<file path="src/rtl/timebase_gen.sv">
// Programmable base divider followed by a chain of modulo-DIG_MOD digit stages.
// Every output is registered; carries ripple through all digits within one edge.
module timebase_gen #(
  parameter int CNT_W   = 19,
  parameter int NUM_DIG = 3,
  parameter int DIG_MOD = 10
) (
  input  logic                 clk,
  input  logic                 rst,
  input  logic                 en,
  input  logic                 clr,
  input  logic [CNT_W-1:0]     term_cnt,
  output logic [CNT_W-1:0]     divcnt,
  output logic                 base_tick,
  output logic [NUM_DIG-1:0]   dig_tick,
  output logic [4*NUM_DIG-1:0] digits
);

  logic [CNT_W-1:0]     divcnt_reg;
  logic [CNT_W-1:0]     term_shadow_reg;
  logic                 base_tick_reg;
  logic [NUM_DIG-1:0]   dig_tick_reg;
  logic [4*NUM_DIG-1:0] digits_reg;
  logic [4*NUM_DIG-1:0] digits_next;
  logic [NUM_DIG:0]     carry;
  logic                 base_wrap;

  // The shadow copy, not term_cnt, sets the period, so a new term_cnt
  // only takes effect once the period in progress has wrapped.
  assign base_wrap = en && (divcnt_reg >= term_shadow_reg);
  assign carry[0]  = base_wrap;

  generate
    for (genvar gi = 0; gi < NUM_DIG; gi++) begin : g_digit
      logic [3:0] cur;
      logic       at_max;
      assign cur        = digits_reg[4*gi +: 4];
      assign at_max     = (cur == 4'(DIG_MOD - 1));
      assign carry[gi+1] = carry[gi] && at_max;
      assign digits_next[4*gi +: 4] = carry[gi] ? (at_max ? 4'd0 : cur + 4'd1) : cur;
    end
  endgenerate

  always_ff @(posedge clk) begin
    if (rst || clr) begin
      divcnt_reg      <= '0;
      term_shadow_reg <= term_cnt;
      base_tick_reg   <= 1'b0;
      dig_tick_reg    <= '0;
      digits_reg      <= '0;
    end else if (en) begin
      if (base_wrap) begin
        divcnt_reg      <= '0;
        term_shadow_reg <= term_cnt;
        base_tick_reg   <= 1'b1;
      end else begin
        divcnt_reg    <= divcnt_reg + 1'b1;
        base_tick_reg <= 1'b0;
      end
      digits_reg   <= digits_next;
      dig_tick_reg <= carry[NUM_DIG:1];
    end else begin
      base_tick_reg <= 1'b0;
      dig_tick_reg  <= '0;
    end
  end

  assign divcnt    = divcnt_reg;
  assign base_tick = base_tick_reg;
  assign dig_tick  = dig_tick_reg;
  assign digits    = digits_reg;

endmodule

</file>
<file path="config.mk">
export PLATFORM = sky130hd
export DESIGN_NAME = timebase_gen
export DESIGN_NICKNAME = d
export VERILOG_FILES = /design/src/rtl/timebase_gen.sv
export SDC_FILE = /design/constraint.sdc
export NUM_CORES = 1
export LEC_CHECK = 0
export BUFFER_PORTS_ARGS = -buffer_cell sky130_fd_sc_hd__buf_2
export CORE_ASPECT_RATIO = 1.2
export CORE_UTILIZATION = 56
export DETAILED_ROUTE_END_ITERATION = 10
export PLACE_DENSITY = 0.84
export SYNTH_ARGS = -nofsm -noshare
export SYNTH_HDL_FRONTEND = slang
export SYNTH_SLANG_ARGS = --single-unit
</file>
<file path="constraint.sdc">
create_clock -name clk -period 4.8 [get_ports clk]
set_clock_uncertainty 0.1 [all_clocks]
set_input_delay 1.44 -clock clk [delete_from_list [all_inputs] [get_ports clk]]
set_output_delay 1.44 -clock clk [all_outputs]
set_load 0.05 [all_outputs]
</file>
==> impl_metrics.py <==
metrics = {
    "outcome": {
        "status": "finished clean",
    },
    "min_path": {
        "min_path_type": "register to register",
    },
    "detailed_routing": {
        "routed_wl_um": 4710,
        "detail_route.wl_per_cell_um": 12.6,
        "vias": 1987,
        "vias_per_cell": 5.33,
        "drc": 0,
        "drt_iter0_drc": 83,
        "ant_nets": 0,
        "dr.pass1.iters": 4,
    },
    "clocking": {
        "cts_sinks": 54,
        "htreeDepth": 2,
        "cts_setup_buffers": 0,
        "root_buffer": "clkbuf_8",
        "cts-hold-fix-buffers": 0,
        "cts_tree": "done",
        "clock_insertion_delay_worst_skew_ns": 0.30,
        "cts_resized": 0,
        "clkTransAtPathRegs_ns": 0.09,
        "clock_path_buffers": 2,
        "cts-buffers-inserted": 5,
    },
    "yosys": {
        "synth.distinct_cells": 37,
        "syn_avg_cell_area_um2": 9.88,
        "ys_seq_elements": 54,
        "synth_warnings": 0,
        "synth_fp_nets": 300,
        "synthCells": 257,
        "synth_area_um2": 2540,
        "ys_seq_area_frac": 0.500,
    },
    "placement": {
        "numPortBuffers": 57,
        "place_congestion": 0.790,
        "hpwlAfterDp_um": 3610,
        "dp_worst_setup_slack_ns": 1.55,
    },
    "layout": {
        "final_layout_size_suffix_gt1_frac": 0.227,
        "n_fill_cell": 360,
        "final_core_util": 0.696,
        "nets": 359,
        "num_antenna_cells": 0,
        "final_common_cell": "buf_2",
        "synthToLayoutAreaGrowth_pct": 17.6,
        "layout_common_cells": "buf_2, dfxtp_1, nor2_1, inv_1, ha_1",
    },
    "die": {
        "ios": 58,
        "die-area_um2": 4810,
        "coreArea_um2": 4290,
        "die_w_um": 63.5,
        "num_rows": 26,
        "fp.dieH_um": 75.8,
        "start_util": 0.591,
    },
    "global_route": {
        "grt.overflow.total": 0,
        "grt_start_max_net_pins": 33,
        "grt_pass1_vias": 1860,
        "track_usage": 0.206,
        "grt_pass1_wl_um": 7650,
        "antenna_found_initial": 0,
    },
    "power": {
        "p_leak_nw": 1.34,
        "p_per_area_nw_per_um2": 278,
        "ir_drop_v": 0.000175,
    },
    "sta": {
        "hold_ws_ns": 0.428,
        "timing.final.crit_share": 0.679,
        "drv_slew": 0,
        "worst-slew-pin-transition_ns": 1.18,
        "setup_tns_ns": 0,
        "clock.fmax_mhz": 307,
        "fin_ws_ns": 1.54,
        "hold_viol": 0,
        "setup_viol": 0,
        "fin_crit_ns": 3.26,
        "max-slew-margin-rel": 0.210,
        "grt_setup_unrepaired": "false",
    },
    "critical_path": {
        "path_buf_inv": 2,
        "path_cells": "inv_1, ha_1, nand2b_1, nand3_1, a211oi_2, o31a_2, o21ai_2, nand2_1, buf_4, nor2_1",
        "cp.arrival_ns": 3.40,
        "cp_top_family": "simple AND/OR/NAND/NOR gates",
        "critPathMaxFanout": 32,
        "slowest_stage": "nand2_1",
        "crit_type": "register to register",
        "required_ns": 4.94,
        "critPathLaunchType": "register",
        "crit_path_end_kind": "register",
        "slowest_delay_ns": 0.75,
    },
    "job": {
        "maxCapViolCount": 0,
    },
}
==> metal layers <==
layer  GRT usage  up-vias  wire (µm)
met2       0.384       48       2350
li1            -     1004          -
met5           0        -          0
met3      0.0404       12        237
met1       0.230      923       2020
met4      0.0884        0         97
==> tightest hold or removal path: stages (launching register included) <==
cell     delay, ns
dfxtp_1       0.35
nand2_1       0.07
a31oi_1       0.07
==> cell type report <==
cell class | instances | area [µm²] | area share
Sequential cell | 54 | 1270 | 0.425
Clock buffer | 8 | 111 | 0.0373
Multi-Input combinational cell | 172 | 1140 | 0.383
Tap cell | 56 | 70.1 | 0.0235
Inverter | 24 | 90.1 | 0.0302
Timing Repair Buffer | 59 | 300 | 0.101
==> report_power, final <==
group	switching (mW)	internal, mW	total [mW]
Combinational	0.0283	0.0195	0.0478
Clock	0.141	0.149	0.290
Sequential	0.00440	0.490	0.494
Total	0.173	0.659	0.832
==> worst paths after layout <==
path / startpoint / to / slack, ns / depth (start not counted)
worst max-delay path: divcnt[0] / divcnt[16] / 1.54 / 10
worst min-delay path: digits[11] / digits[11] / 0.43 / 2
worst max register to register: divcnt[0] / divcnt[16] / 1.54 / 10
worst min register to register: digits[11] / digits[11] / 0.43 / 2
==> stage by stage <==
stage                     power (mW)  std cells  instance area (µm²)
after floorplan                0.534        257                 2540
after global routing           0.863        373                 2990
final                          0.832        373                 2990
after detailed placement       0.553        365                 2880
after CTS                      0.836        373                 2990
after global placement         0.549        365                 2880
==> cell usage after synthesis, drive strengths merged <==
| library cell | instances | share of area |
|---|---|---|
| dfxtp | 35 | 0.28 |
| nor2 | 34 | 0.050 |
| inv | 24 | 0.035 |
| ha | 20 | 0.099 |
| edfxtp | 19 | 0.22 |
| nand2 | 16 | 0.024 |
| xor2 | 13 | 0.045 |
| a21oi | 12 | 0.024 |
| o21ai | 11 | 0.026 |
| nand3 | 9 | 0.018 |
| xnor2 | 9 | 0.031 |
| nand4 | 6 | 0.015 |
| or4 | 6 | 0.018 |
| buf | 5 | 0.010 |
| nor2b | 5 | 0.012 |
| nor3 | 4 | 0.0079 |
| a31oi | 3 | 0.0074 |
| and3 | 3 | 0.0074 |
| a211oi | 2 | 0.0079 |
| a21o | 2 | 0.0059 |
| and4b | 2 | 0.0079 |
| clkbuf | 2 | 0.0030 |
| o2111ai | 2 | 0.0069 |
| o21a | 2 | 0.0059 |
| o31ai | 2 | 0.0059 |
| or3 | 2 | 0.0049 |
| and3b | 1 | 0.0034 |
| mux2i | 1 | 0.0039 |
| nand2b | 1 | 0.0025 |
| nand3b | 1 | 0.0030 |
| o21bai | 1 | 0.0030 |
| o31a | 1 | 0.0039 |
| or2 | 1 | 0.0025 |
==> logic make-up (layout without fill, tap and decap cells) <==
| group | count (synthesis) | count (layout) | synth area share |
|---|---|---|---|
| DFF | 54 | 54 | 0.500 |
| buffers and inverters | 31 | 91 | 0.0488 |
| muxes | 1 | 1 | 0.00394 |
| xor gates and xnor gates | 22 | 22 | 0.0759 |
| and+or+nand+nor | 91 | 91 | 0.176 |
| AOI/OAI and AO/OA | 38 | 38 | 0.0966 |
| adders and majority gates | 20 | 20 | 0.0985 |
Power figures use the tool's default switching activity.
